--- config.mk ---
export PLATFORM = sky130hd
export DESIGN_NAME = keyboard_highlight_engine
export DESIGN_NICKNAME = d
export VERILOG_FILES = /design/src/rtl/keyboard_highlight_engine.sv
export SDC_FILE = /design/constraint.sdc
export NUM_CORES = 1
export LEC_CHECK = 0
export ABC_AREA = 1
export BUFFER_PORTS_ARGS = -buffer_cell sky130_fd_sc_hd__buf_2
export CORE_AREA = 5 5 173 92
export DETAILED_ROUTE_END_ITERATION = 10
export DIE_AREA = 0 0 178 97
export PLACE_DENSITY_LB_ADDON = 0.08
export SLEW_MARGIN = 20
export SYNTH_ARGS = -nofsm -noshare
export SYNTH_HDL_FRONTEND = slang
export SYNTH_SLANG_ARGS = --single-unit
export TNS_END_PERCENT = 1
--- constraint.sdc ---
create_clock -name Clk -period 3.75 [get_ports Clk]
set_input_delay 0.75 -clock Clk [delete_from_list [all_inputs] [get_ports Clk]]
set_output_delay 0.75 -clock Clk [all_outputs]
set_load 0.01 [all_outputs]
--- src/rtl/keyboard_highlight_engine.sv ---
// rtl/keyboard_highlight_engine.sv - pipelined N-key piano renderer with per-key fading highlight levels
module keyboard_highlight_engine #(
  parameter int NUM_KEYS    = 12,
  parameter int NUM_VOICES  = 4,
  parameter int KEY_W       = 8,
  parameter int KB_X0       = 0,
  parameter int KB_Y0       = 180,
  parameter int KB_Y1       = 479,
  parameter int BLACK_Y1    = 397,
  parameter int WHITE_SHIFT = 6,
  parameter int BLACK_W     = 44,
  parameter int LVL_W       = 3
) (
  input  logic                        Clk,
  input  logic                        Reset_n,
  input  logic                        frame_clk,
  input  logic [NUM_VOICES*KEY_W-1:0] notes,
  input  logic [9:0]                  DrawX,
  input  logic [9:0]                  DrawY,
  output logic [KEY_W-1:0]            key_id,
  output logic                        is_black,
  output logic                        border,
  output logic [LVL_W-1:0]            level
);

  localparam int XW        = 1 << WHITE_SHIFT;
  localparam int HALF_B    = BLACK_W / 2;
  // Enough subtract-7 steps to reduce the largest possible white index
  localparam int OCT_ITERS = ((1024 >> WHITE_SHIFT) + 6) / 7;

  localparam logic [9:0]             X0      = 10'(KB_X0);
  localparam logic [9:0]             Y0      = 10'(KB_Y0);
  localparam logic [9:0]             Y1      = 10'(KB_Y1);
  localparam logic [9:0]             BY1     = 10'(BLACK_Y1);
  localparam logic [WHITE_SHIFT-1:0] XO_BL   = WHITE_SHIFT'(XW - HALF_B);
  localparam logic [WHITE_SHIFT-1:0] XO_BR   = WHITE_SHIFT'(HALF_B);
  localparam logic [WHITE_SHIFT-1:0] XO_BLST = WHITE_SHIFT'(HALF_B - 1);
  localparam logic [LVL_W-1:0]       LVL_MAX = '1;

  // Semitone offset of each white key within an octave (C D E F G A B)
  function automatic logic [3:0] white_off(input logic [2:0] pp);
    case (pp)
      3'd0:    return 4'd0;
      3'd1:    return 4'd2;
      3'd2:    return 4'd4;
      3'd3:    return 4'd5;
      3'd4:    return 4'd7;
      3'd5:    return 4'd9;
      default: return 4'd11;
    endcase
  endfunction

  // A black key sits to the right of C, D, F, G and A
  function automatic logic black_right(input logic [2:0] pp);
    return (pp == 3'd0) || (pp == 3'd1) || (pp == 3'd3) || (pp == 3'd4) || (pp == 3'd5);
  endfunction

  logic sync0, sync1, sync_d;
  logic tick;

  // Bring the frame strobe into the Clk domain and remember the last level for edge detection
  always_ff @(posedge Clk or negedge Reset_n) begin
    if (!Reset_n) begin
      sync0  <= 1'b0;
      sync1  <= 1'b0;
      sync_d <= 1'b0;
    end else begin
      sync0  <= frame_clk;
      sync1  <= sync0;
      sync_d <= sync1;
    end
  end

  assign tick = sync1 & ~sync_d;

  logic [NUM_KEYS:1] held;

  // A key is held when any voice carries its number; 0 and out-of-range notes match nothing
  always_comb begin
    held = '0;
    for (int v = 0; v < NUM_VOICES; v++) begin
      for (int k = 1; k <= NUM_KEYS; k++) begin
        if (notes[v*KEY_W +: KEY_W] == KEY_W'(k)) held[k] = 1'b1;
      end
    end
  end

  logic [LVL_W-1:0] lvl [1:NUM_KEYS];

  // Held keys jump to full brightness; released keys fade one step per frame and stop at 0
  always_ff @(posedge Clk or negedge Reset_n) begin
    if (!Reset_n) begin
      for (int k = 1; k <= NUM_KEYS; k++) lvl[k] <= '0;
    end else begin
      for (int k = 1; k <= NUM_KEYS; k++) begin
        if (held[k])                     lvl[k] <= LVL_MAX;
        else if (tick && lvl[k] != '0)   lvl[k] <= lvl[k] - 1'b1;
      end
    end
  end

  logic [9:0]             dx, w0, rem, oct0;
  logic [WHITE_SHIFT-1:0] xo0;
  logic [2:0]             p0;

  // Split the pixel column into white-key index, offset within the key, octave and position in octave
  always_comb begin
    dx   = DrawX - X0;
    w0   = dx >> WHITE_SHIFT;
    xo0  = dx[WHITE_SHIFT-1:0];
    rem  = w0;
    oct0 = '0;
    for (int i = 0; i < OCT_ITERS; i++) begin
      if (rem >= 10'd7) begin
        rem  = rem - 10'd7;
        oct0 = oct0 + 10'd1;
      end
    end
    p0 = rem[2:0];
  end

  logic [9:0]             s1_x, s1_y, s1_w, s1_oct;
  logic [WHITE_SHIFT-1:0] s1_xo;
  logic [2:0]             s1_p;

  // Stage 1: capture the pixel and its geometry
  always_ff @(posedge Clk or negedge Reset_n) begin
    if (!Reset_n) begin
      s1_x   <= '0;
      s1_y   <= '0;
      s1_w   <= '0;
      s1_xo  <= '0;
      s1_p   <= '0;
      s1_oct <= '0;
    end else begin
      s1_x   <= DrawX;
      s1_y   <= DrawY;
      s1_w   <= w0;
      s1_xo  <= xo0;
      s1_p   <= p0;
      s1_oct <= oct0;
    end
  end

  // Key numbers are kept one bit wider than pixel math so large octaves cannot wrap into range
  logic [10:0]      ws, key_c;
  logic [2:0]       pm1;
  logic             in_kb, upper, blk_c, brd_c;
  logic [LVL_W-1:0] lvl_c;

  // Classify the stage-1 pixel as background, black key or white key and pick up that key's level
  always_comb begin
    ws    = 11'(s1_oct) * 11'd12 + 11'(white_off(s1_p)) + 11'd1;
    pm1   = (s1_p == 3'd0) ? 3'd6 : s1_p - 3'd1;
    in_kb = (s1_x >= X0) && (s1_y >= Y0) && (s1_y <= Y1);
    upper = (s1_y <= BY1);
    key_c = '0;
    blk_c = 1'b0;
    brd_c = 1'b0;
    if (in_kb) begin
      if (upper && s1_xo >= XO_BL && black_right(s1_p)) begin
        key_c = ws + 11'd1;
        blk_c = 1'b1;
        brd_c = (s1_xo == XO_BL) || (s1_y == Y0) || (s1_y == BY1);
      end else if (upper && s1_xo < XO_BR && s1_w != '0 && black_right(pm1)) begin
        key_c = ws - 11'd1;
        blk_c = 1'b1;
        brd_c = (s1_xo == XO_BLST) || (s1_y == Y0) || (s1_y == BY1);
      end else begin
        key_c = ws;
        brd_c = (s1_xo == '0) || (s1_y == Y0);
      end
    end
    if (key_c > 11'(NUM_KEYS)) begin
      key_c = '0;
      blk_c = 1'b0;
      brd_c = 1'b0;
    end
    lvl_c = '0;
    for (int k = 1; k <= NUM_KEYS; k++) begin
      if (key_c == 11'(k)) lvl_c = lvl[k];
    end
  end

  // Stage 2: register the pixel's key, shape and current brightness
  always_ff @(posedge Clk or negedge Reset_n) begin
    if (!Reset_n) begin
      key_id   <= '0;
      is_black <= 1'b0;
      border   <= 1'b0;
      level    <= '0;
    end else begin
      key_id   <= KEY_W'(key_c);
      is_black <= blk_c;
      border   <= brd_c;
      level    <= lvl_c;
    end
  end

endmodule

# Word-level counts from Yosys, hierarchy flattened
# Index checks and enable logic that the tools add are counted.
[totals] reg_bits=95 input_bits=55 output_inout_bits=13 wordCells=297
[classes] n_addsub=22 n_mul=1 n_lt_le_gt_ge=10 eq_ne=73 muxes=104 n_bitwise=2 reduce_logical=60
[op_table] cell="8-bit by 4-bit == test with 1-bit output (second input constant)" count=20
[op_table] cell="8-bit by 3-bit == test with 1-bit output (second input constant)" count=16
[op_table] cell="3-bit two-way mux" count=38
[op_table] cell="8-bit by 2-bit == test with 1-bit output (second input constant)" count=8
[op_table] cell="1-bit two-way mux" count=57
[op_table] cell="11-bit by 4-bit == test with 1-bit output (second input constant)" count=5
[op_table] cell="11-bit by 3-bit == test with 1-bit output (second input constant)" count=4
[op_table] cell="11-bit two-way mux" count=4
[op_table] cell="10-bit two-way mux" count=4
[op_table] cell="3-bit by 1-bit subtractor with 3-bit output (second input constant)" count=13
[op_table] cell="3-bit nonzero test" count=12
[op_table] cell="8-bit by 1-bit == test with 1-bit output (second input constant)" count=4
[op_table] cell="4-bit case mux with 6 select lines" count=1
[op_table] cell="2-bit nonzero test" count=12
[op_table] cell="11-bit by 1-bit adder with 11-bit output (second input constant)" count=2
[op_table] cell="11-bit by 2-bit == test with 1-bit output (second input constant)" count=2
[op_table] cell="10-bit by 1-bit adder with 10-bit output (second input constant)" count=2
[op_table] cell="10-bit by 3-bit >= comparator with 1-bit output (second input constant)" count=2
[op_table] cell="10-bit by 9-bit <= comparator with 1-bit output (second input constant)" count=2
[op_table] cell="1-bit logical AND" count=19
[op_table] cell="1-bit logical OR" count=13
[op_table] cell="3-bit == test (second input constant)" count=4
[op_table] cell="11-bit by 4-bit adder with 11-bit output" count=1
[op_table] cell="11-bit by 1-bit == test with 1-bit output (second input constant)" count=1
[op_table] cell="22 further kinds" count=26

# Logic depth before layout (Yosys ltp)
# Gate-level depths: netlist of run 1.
[depth] word_depth=26 depth_mapped=40 mapped_depth_nobuf=40

# Least setup slack after synthesis of run 1
# No wires, ideal clock.
[synth_path] kind="reg-to-reg" start="register s1_p[0]" end="register level[2]" setup_ns=0.116 arrival_time_ns=3.537 required_time_ns=3.634 slack_ns=0.097 stages_incl_launch_ff=36 n_path_buf=0 synth_period_minus_slack_ns=3.653 path_cell_list="dfrtp_1 -> inv_1 -> ha_1 -> o21ai_0 -> nand2_1 -> ha_1 -> ha_1 -> and3_1 -> nand2_1 -> nand2_1 -> nand2_1 -> nand2_1 -> nor2_1 -> nand4_1 -> nand2_1 -> nand2_1 -> nand3_2 -> inv_1 -> nor2_2 -> nand2_1 -> inv_2 -> nand2_2 -> nor2_8 -> inv_2 -> nor2_2 -> inv_2 -> o21ai_1 -> inv_1 -> nand2_1 -> nand2_1 -> nor2_1 -> o21bai_1 -> nand2_1 -> nand2_1 -> nand2_1 -> nand2_1"
[synth_via] elab_chain_cells=26 word_cells_on_any_way=57 cone_classes="5 x add/sub; 1 x order compare; 21 x eq/ne; 18 x mux; 12 x reduce/logical"
[synth_rtl] element="start, declared" line_no="124" rtl="logic [2:0] s1_p;"
[synth_rtl] element="start signal, assigned" line_no="140" rtl="s1_p <= p0;"
[synth_rtl] element="branches (longest 9 deep; another with 11-bit by 4-bit adder with 11-bit output)"
[synth_rtl] element="11-bit two-way mux (*)" line_no="161" rtl="if (upper && s1_xo >= XO_BL && black_right(s1_p)) begin"
[synth_rtl] element="11-bit two-way mux (*)" line_no="160" rtl="if (in_kb) begin"
[synth_rtl] element="11-bit by 4-bit > comparator with 1-bit output" line_no="174" rtl="if (key_c > 11'(NUM_KEYS)) begin"
[synth_rtl] element="11-bit two-way mux (*)" line_no="174"
[synth_rtl] element="11-bit by 1-bit == test with 1-bit output" line_no="181" rtl="if (key_c == 11'(k)) lvl_c = lvl[k];"
[synth_rtl] element="3-bit two-way mux (11 in series)" line_no="181"
[synth_rtl] element="3-bit two-way mux (*)" line_no="181"
[synth_rtl] element="named net lvl_c[2]" line_no="149" rtl="logic [LVL_W-1:0] lvl_c;"
[synth_rtl] element="end signal, assigned" line_no="196" rtl="level <= lvl_c;"
[synth_rtl] element="end, declared" line_no="23" rtl="output logic [LVL_W-1:0] level"
# Mark *: on every way through the listed nets, which the timed path passes.
# A chain may end at the register's enable or synchronous reset.

# Worst setup path in the final report of run 1
[layout_path] start="register s1_p[0]" end="register key_id[1]"
[layout_via] elab_chain_cells=13 word_cells_on_any_way=33 cone_classes="5 x add/sub; 1 x order compare; 9 x eq/ne; 6 x mux; 12 x reduce/logical"
[layout_rtl] element="branches (longest 9 deep; another with 11-bit by 4-bit adder with 11-bit output)"
[layout_rtl] element="11-bit two-way mux (*)" line_no="161"
[layout_rtl] element="11-bit two-way mux (*)" line_no="160"
[layout_rtl] element="11-bit by 4-bit > comparator with 1-bit output" line_no="174"
[layout_rtl] element="11-bit two-way mux (*)" line_no="174"
[layout_rtl] element="named net key_c[1]" line_no="146" rtl="logic [10:0] ws, key_c;"
[layout_rtl] element="end signal, assigned" line_no="193" rtl="key_id <= KEY_W'(key_c);"
[layout_rtl] element="end, declared" line_no="20" rtl="output logic [KEY_W-1:0] key_id,"
# Marks and branches as above.

==> results of run 1 <==
## cells in the mapped netlist, drive strengths merged (6+ instances only)
cell type  number
o211ai         27
o21ai          28
dfrtp          78
nand3          68
xor2           15
nor4            8
nor3           13
o22ai           6
nand4           8
nand2         201
a21oi          13
nor2           76
inv           154
ha             42
## layer usage
metal	up-vias	GRT usage, %	wire, um
met5	-	0	0
met4	0	2.91	92
met3	12	4.67	838
met2	119	21.8	5680
met1	2453	30.7	9110
li1	2746	-	-
## layout make-up
type                    count  area, um2  share of cell area [%]
clock inverters             7       71.3                   0.976
flip-flops and latches     78       1950                    26.7
well taps                 198        248                    3.39
multi-input cells         532       3370                    46.1
clock buffers               9        225                    3.08
inverters                 154        586                    8.01
repair buffers            134        852                    11.7
## critical path, cell delays in order, from the launching register on
cell	delay [ns]
dfrtp_2	0.48
ha_4	0.20
buf_4	0.13
nor2_1	0.16
nand2_2	0.11
ha_4	0.27
inv_1	0.06
nor3_2	0.24
nand3_2	0.15
inv_1	0.09
nand2_1	0.07
nand2_1	0.07
nand2_1	0.05
nand3_2	0.10
nand2_2	0.09
nor2_4	0.19
nand4_1	0.18
buf_4	0.18
buf_4	0.12
buf_4	0.12
buf_4	0.12
buf_4	0.12
buf_4	0.12
buf_4	0.12
buf_4	0.11
buf_4	0.12
buf_4	0.14
inv_1	0.04
## layout by cell type (no fill, tap or decap), types with 3 or more instances in the layout
| cell | Yosys | final |
|---|---|---|
| inv_2 | 7 | 10 |
| o21ai_0 | 22 | 21 |
| o211ai_1 | 27 | 27 |
| nand2_4 | 1 | 7 |
| nor2_1 | 63 | 57 |
| nor3_1 | 13 | 12 |
| buf_2 | 0 | 66 |
| nand3_1 | 65 | 58 |
| o21ai_1 | 5 | 4 |
| nand2_2 | 10 | 24 |
| ha_4 | 0 | 8 |
| ha_1 | 42 | 34 |
| buf_4 | 0 | 65 |
| nand4_1 | 7 | 7 |
| dfrtp_1 | 78 | 76 |
| conb_1 | 1 | 4 |
| inv_8 | 0 | 4 |
| a21oi_1 | 11 | 9 |
| nor4_1 | 8 | 8 |
| nor2_4 | 6 | 10 |
| xor2_1 | 15 | 15 |
| inv_1 | 147 | 141 |
| o22ai_1 | 6 | 5 |
| a21oi_2 | 2 | 3 |
| clkbuf_16 | 0 | 9 |
| nand2_1 | 190 | 170 |
| nor2_2 | 5 | 7 |
| inv_4 | 0 | 3 |
| nand3_2 | 3 | 9 |
| buf_6 | 1 | 3 |
## worst max path at each step
stage / from / to / slack (ns) / cells past startpoint
2_1_floorplan: s1_p[0] / level[2] / 0.1 / 35
3_3_place_gp: s1_p[0] / level[0] / -0.26 / 33
3_5_place_dp: s1_p[0] / level[2] / -0.37 / 35
4_1_cts: s1_p[1] / level[1] / -0.11 / 35
5_1_grt: s1_p[1] / level[1] / -0.55 / 35
6_report: s1_p[0] / key_id[1] / -0.26 / 27
## stage by stage
step | worst slack (ns) | util, %
floorplan | 0.0971 | -
global placement | -0.256 | 45.8
detailed placement | -0.366 | 45.9
CTS | -0.107 | 49.9
global route | -0.546 | 51.6
finish | -0.256 | 51.6
## what timing repair did
item | CTS | global route
resized for setup | 39 | 45
pin swaps | 19 | 26
setup endpoints to repair | 3 | 4
buffers inserted | 16 | 6
## report_power, final
| group | leakage, nW | internal [mW] | total, mW | switching, mW |
|---|---|---|---|---|
| clock network | 0.148 | 0.474 | 0.894 | 0.420 |
| logic | 2.77 | 1.51 | 3.38 | 1.87 |
| registers | 0.939 | 1.10 | 1.32 | 0.217 |
## sequential cells by signal, indices dropped and copies added, names as in the netlist
register  cells
s1_y         10
border        1
s1_xo         6
is_black      1
lvl          36
s1_oct        3
sync0         1
s1_p          3
key_id        8
s1_w          4
sync1         1
sync_d        1
level         3
## logic make-up (layout without fill, tap and decap cells)
group                      Yosys count  in the layout  share of synthesized area [%]
AOI/OAI and AO/OA                   90             90                           10.7
xor gates and xnor gates            16             16                           2.52
adders and majority gates           43             43                           9.80
buffers and inverters              156            304                           10.7
DFF                                 78             78                           35.1
muxes                                1              1                          0.202
other                                1              4                         0.0674
and+or+nand+nor                    378            378                           31.0
==> reports/results.tsv, run 1 <==
metric	value	unit
status	complete, but fails checks	
failing checks	setup timing	
worst r2r dst	key_id[1]	
YS warnings	0	
Finished Cell Area	7310	um2
core area	14200	um2
vias	5330	
top_reg_cell synth	dfrtp_1	
largest net degree at the start of global routing	79	
clock skew	0.00998	ns
dpl cells	1074	
TritonCTS Buffers	9	
DRC Markers	0	
fraction of layout cells with a size suffix above 1	27.2	%
CP Launch Type	register	
Critical Path Fanout Max	4	
Leak	3.86	nW
Slew @ Worst Pin	0.915	ns
post-synthesis sequential area ratio	35.1	%
distinct cell type count after synthesis	44	
R2R Path Start	s1_p[0]	
EDFF count, synth	0	
R2R setup slack	-0.26	ns
routed wire length per instance	14.1	um
die area	17300	um2
worst skew pair latency	0.35	ns
Crit path required time	4.04	ns
Fin Hold WS	0.356	ns
post-synthesis instance area	5570	um2
synthesis-to-finish area growth	31.3	%
RSZ-0062 raised after global routing	yes	
setup TNS	-0.930	ns
clock transition at the registers of the reported paths	0.07	ns
ranking of synthesized cells by area	dfrtp_1, nand2_1, inv_1	
Nets	1007	
Synth area leader	dfrtp_1	
clk root buf	clkbuf_16	
DRT antenna net count	0	
TritonCTS clock tree	done	
clk sinks	78	
worst setup path class	reg2reg	
first-pass GRT wire length	25.2	mm
initial drt markers	342	
synthesized flop and latch total	78	
Tmin final	4.01	ns
Reg2Reg Depth	27	
asr flop ratio synth	100	%
vias per cell	4.79	
Remaining Overflow, GRT	0	
IO Port Bufs	67	
Die Wd	178	um
overall die height	97	um
Post-DP Area	6490	um2
worst vdd ir	0.360	mV
Worst Hold Depth	0	
Critical Path Sink Type	register	
Tcrit/Tclk final	107	%
Max-Cap Viols	0	
maximum clock insertion buffer count	2	
Mapped Cells	763	
fill count	1362	
WP data arrival	4.29	ns
initial antenna violation count	0	
vias in the first global route	4978	
Worst Hold Path EP	sync1	
Synth Area per Inst	7.30	um2
Power Density	765	nW/um2
GRT Util Overall	18.0	%
Final Power	5.59	mW
Hold Vio Cnt, Final	0	
initial core utilization	39.3	%
final worst slack	-0.256	ns
setup violators final	4	
Peak Freq	250	MHz
max_slew headroom	38.6	%
DR pass1 iterations	5	
top cell type's share of synthesized area	35.1	%
GP Congestion	0.877	
number of diodes	0	
WL final	15.7	mm
Slew Limit Fails	0	
Final Instance Count excl. Fillers	1112	
FP Rows	31	
post-DP HPWL	12.1	mm
Hold Path Class	reg2reg	
I/O Pins	68	
Post-CTS Hold Fix Bufs	0	
min-delay src	sync0	
H-Tree Depth	3	
(Power assumes the default switching activity.)
==> run 2, diff against run 1 <==
==> constraint.sdc (replaced) <==
create_clock -name Clk -period 4.8 [get_ports Clk]
set_input_delay 0.96 -clock Clk [delete_from_list [all_inputs] [get_ports Clk]]
set_output_delay 0.96 -clock Clk [all_outputs]
set_load 0.01 [all_outputs]
==> run 2 against run 1 <==
Net effect:
- the run now ends clean
- clock power down 19%
- flip-flop and latch count is the same
- power shrank 35%
- utilization is 5.5 points lower
- first-iteration DRC count rose by 29%
- clock-buffer cell count unchanged
- largest cell class unchanged
- largest power group unchanged
==> reports/results.tsv, run 2 (same netlist as run 1, synthesis figures left out) <==
metric	value	unit
status	finished clean	
GR met1 Demand/Resource	29.5	%
synthesis-to-finish area growth	17.4	%
Nets	946	
number of diodes	0	
Critical Path Sink Type	register	
GRT Util Overall	17.7	%
TritonCTS Buffers	9	
Hold Path Class	reg2reg	
DR pass1 iterations	5	
busiest grt layer	met1	
most frequent standard cell in the layout excluding fill and tap cells	nand2_1	
fraction of layout cells with a size suffix above 1	15.7	%
Leak	3.51	nW
die area	17300	um2
maximum clock insertion buffer count	2	
largest net degree at the start of global routing	79	
TritonCTS clock tree	done	
met2 usage	22.4	%
Critical Path Fanout Max	6	
slowest stage delay, CP	0.40	ns
most frequent CP cell	nand2_1	
Slew @ Worst Pin	0.935	ns
worst vdd ir	0.235	mV
DRT antenna net count	0	
vias per cell	4.93	
Tmin final	4.34	ns
vias in the first global route	4975	
initial core utilization	39.3	%
WL final	14.8	mm
IO Port Bufs	67	
WP data arrival	4.57	ns
initial drt markers	440	
first-pass GRT wire length	24.7	mm
Max-Cap Viols	0	
FP Rows	31	
Post-CTS Hold Fix Bufs	0	
Die Wd	178	um
max_slew headroom	37.1	%
clock transition at the registers of the reported paths	0.07	ns
H-Tree Depth	3	
Hold Vio Cnt, Final	0	
most frequent cells in the layout	nand2_1, inv_1, dfrtp_1	
Peak Freq	230	MHz
met3 usage	4.56	%
clock skew	0.00960	ns
Crit path required time	5.03	ns
CP Launch Type	register	
fin util	46.2	%
worst skew pair latency	0.34	ns
DRC Markers	0	
post-DP HPWL	12.0	mm
worst setup path class	reg2reg	
vias	5183	
Power Density	556	nW/um2
Worst path slowest cell	dfrtp_1	
overall die height	97	um
Remaining Overflow, GRT	0	
max reg flops	36	
most flop-heavy register	lvl	
Slew Limit Fails	0	
GP Congestion	0.883	
routed wire length per instance	14.1	um
top flop regs	lvl (36), s1_y (10), key_id (8)	
Final Power	3.64	mW
Tcrit/Tclk final	90.5	%
I/O Pins	68	
clk root buf	clkbuf_16	
clk sinks	78	
initial antenna violation count	0	
fill count	1415	
core area	14200	um2
setup violators final	0	
==> run 2: layer usage <==
metal	wire length, um	part of all wire [%]
met5	0	0
met3	1010	6.8
met2	5350	36
met4	80	0.54
met1	8350	56
==> run 2: path summary, 6_finish.rpt <==
check	startpoint	to	slack, ns	cells past startpoint
max	s1_p[0]	level[2]	0.46	35
min	sync0	sync1	0.35	0
max reg2reg	s1_p[0]	level[2]	0.46	35
min reg2reg	sync0	sync1	0.35	0
max in group asynchronous	Reset_n	key_id[0]	3.63	1
min in group asynchronous	Reset_n	s1_w[2]	0.62	1
==> run 2: what timing repair did <==
action	in CTS	in global routing
endpoints found under the setup margin	0	3
buffers inserted	0	2
resized for setup	0	7
==> run 2: layout make-up <==
| class | count | area [um2] | share of cell area (%) |
|---|---|---|---|
| clock inverter | 7 | 87.6 | 1.34 |
| timing repair buffer | 73 | 387 | 5.92 |
| clock buffer | 9 | 225 | 3.45 |
| multi-input combinational | 532 | 3060 | 46.8 |
| inverter | 154 | 578 | 8.84 |
| tap | 198 | 248 | 3.79 |
| sequential | 78 | 1950 | 29.9 |
==> run 2: power by group <==
part | internal, mW | switching (mW) | total, mW
logic | 0.682 | 1.21 | 1.89
clock network | 0.416 | 0.307 | 0.723
registers | 0.862 | 0.163 | 1.02
==> run 2: through the flow <==
stage / hold WS [ns] / setup WS [ns] / instances / area (um2) / TNS [ns]
6_report: 0.352 / 0.458 / 1051 / 6540 / 0
5_1_grt: 0.367 / -0.0262 / 1051 / 6540 / -0.0346
4_1_cts: 0.357 / 0.380 / 1049 / 6490 / 0
3_5_place_dp: 0.340 / 0.403 / 1033 / 6180 / 0
3_3_place_gp: 0.346 / 0.517 / 1033 / 6180 / 0
2_1_floorplan: 0.331 / 1.15 / 766 / 5580 / 0
==> run 2: critical path: cells and delay by family (launching register included) <==
kind	cells	cell delay (ns)
AND/OR/NAND/NOR	23	2.25
adder cells (fa/ha/maj)	3	0.79
buffers and inverters	6	0.49
flip-flops	1	0.40
AO/OA/AOI/OAI	3	0.31
==> run 3, diff against run 2 <==
--- a/config.mk
+++ b/config.mk
@@ -10,7 +10,6 @@
 export CORE_AREA = 5 5 173 92
 export DETAILED_ROUTE_END_ITERATION = 10
 export DIE_AREA = 0 0 178 97
-export PLACE_DENSITY_LB_ADDON = 0.08
 export SLEW_MARGIN = 20
 export SYNTH_ARGS = -nofsm -noshare
 export SYNTH_HDL_FRONTEND = slang
==> run 3 against run 2 <==
Net effect:
- clock power down 12%
- cell area down 1.0%
- wire length down 5.2%
- utilization down 0.48 points
- clock skew down 0.00053 ns
- worst setup slack better by 0.063 ns
- cell count down 0.19%
- sequential share of layout area up 0.31 points
- worst hold slack better by 0.00099 ns
- flip-flop and latch count unchanged
- first-iteration DRC count down 16%
- die area unchanged
==> reports/results.tsv, run 3 (same netlist as run 1, synthesis figures left out) <==
metric	value	unit
status	finished clean	
Worst Hold Path EP	sync1	
clk sinks	78	
Slew Limit Fails	0	
WP data arrival	4.52	ns
DR pass1 iterations	5	
R2R Path Start	s1_p[0]	
Nets	945	
top flop regs	lvl (36), s1_y (10), key_id (8)	
Finished Cell Area	6470	um2
worst r2r dst	level[0]	
clock skew	0.00906	ns
FP Rows	31	
vias per cell	4.75	
max_slew headroom	36.7	%
IO Port Bufs	67	
slowest stage delay, CP	0.42	ns
Fin Hold WS	0.353	ns
TritonCTS Buffers	9	
RSZ-0062 raised after global routing	no	
GRT Util Overall	16.6	%
worst skew pair latency	0.34	ns
largest net degree at the start of global routing	53	
Leak	3.48	nW
Die Wd	178	um
DRT antenna net count	0	
Reg2Reg Depth	32	
initial core utilization	39.3	%
most frequent cells in the layout	nand2_1, inv_1, dfrtp_1	
worst vdd ir	0.208	mV
Peak Freq	234	MHz
setup violators final	0	
worst setup path class	reg2reg	
GP Congestion	1.01	
max reg flops	36	
H-Tree Depth	3	
die area	17300	um2
Remaining Overflow, GRT	0	
Worst Hold Depth	0	
core area	14200	um2
Slew @ Worst Pin	0.941	ns
clock transition at the registers of the reported paths	0.07	ns
clk root buf	clkbuf_16	
initial drt markers	370	
R2R setup slack	0.52	ns
most frequent CP cell	nand2_1	
most flop-heavy register	lvl	
min-delay src	sync0	
number of diodes	0	
Tmin final	4.28	ns
DRC Markers	0	
setup TNS	0	ns
CP Launch Type	register	
Post-DP Area	6190	um2
Tcrit/Tclk final	89.1	%
Power Density	538	nW/um2
maximum clock insertion buffer count	2	
routed wire length per instance	13.4	um
first-pass GRT wire length	22.9	mm
most frequent standard cell in the layout excluding fill and tap cells	nand2_1	
Critical Path Fanout Max	7	
Final Power	3.48	mW
Worst path slowest cell	dfrtp_1	
Hold Vio Cnt, Final	0	
synthesis-to-finish area growth	16.2	%
WL final	14.0	mm
Crit path required time	5.04	ns
initial antenna violation count	0	
Hold Path Class	reg2reg	
post-DP HPWL	11.3	mm
overall die height	97	um
fraction of layout cells with a size suffix above 1	15.5	%
I/O Pins	68	
vias in the first global route	4409	
Critical Path Sink Type	register	
vias	4979	
fill count	1434	
Max-Cap Viols	0	
TritonCTS clock tree	done	
run 3: worst max path at each step:
stage          startpoint       end  slack (ns)  cells past startpoint
2_1_floorplan     s1_p[0]  level[2]        1.15                     35
3_3_place_gp      s1_p[0]  level[2]        0.48                     35
3_5_place_dp      s1_p[0]  level[2]        0.50                     34
4_1_cts           s1_p[0]  level[2]        0.46                     34
5_1_grt           s1_p[0]  level[2]       0.005                     36
6_report          s1_p[0]  level[0]        0.52                     32
run 3: layout make-up:
| class | instances | area, um2 | area share, % |
|---|---|---|---|
| Multi-Input combinational cell | 532 | 3040 | 47.1 |
| Sequential cell | 78 | 1950 | 30.2 |
| Inverter | 154 | 578 | 8.94 |
| Timing Repair Buffer | 72 | 375 | 5.80 |
| Tap cell | 198 | 248 | 3.83 |
| Clock buffer | 9 | 225 | 3.48 |
| Clock inverter | 6 | 46.3 | 0.716 |
run 3: per-stage QoR:
| stage | worst slack, ns | utilization (%) | std cells |
|---|---|---|---|
| 6_report | 0.521 | 45.7 | 1049 |
| 5_1_grt | 0.00536 | 45.7 | 1049 |
| 4_1_cts | 0.463 | 45.6 | 1049 |
| 3_5_place_dp | 0.497 | 43.7 | 1034 |
| 3_3_place_gp | 0.484 | 43.7 | 1034 |
| 2_1_floorplan | 1.15 | - | 766 |
run 3: worst max-delay path, delay by kind of cell, from the launching register on:
family / cells / cell delay (ns)
and+or+nand+nor: 23 / 2.27
DFF: 1 / 0.42
AOI/OAI and AO/OA: 6 / 0.71
adders and majority gates: 2 / 0.63
buffers and inverters: 1 / 0.16
run 3: layer usage:
metal / track usage, % / up-vias / wire length, um
met5: 0 / - / 0
li1: - / 2621 / -
met2: 18.3 / 118 / 4520
met3: 6.08 / 8 / 1050
met1: 28.7 / 2232 / 8360
met4: 2.79 / 0 / 93
run 3: timing repair:
item	in CTS	in global routing
gates resized for setup	0	4
hold endpoints to repair	0	0
buffers inserted	0	0
hold buffers	0	0
setup endpoints to repair	0	3
run 3: power by group:
group	switching, mW	internal (mW)	total, mW
Clock	0.288	0.351	0.639
Combinational	1.16	0.662	1.82
Sequential	0.155	0.863	1.02
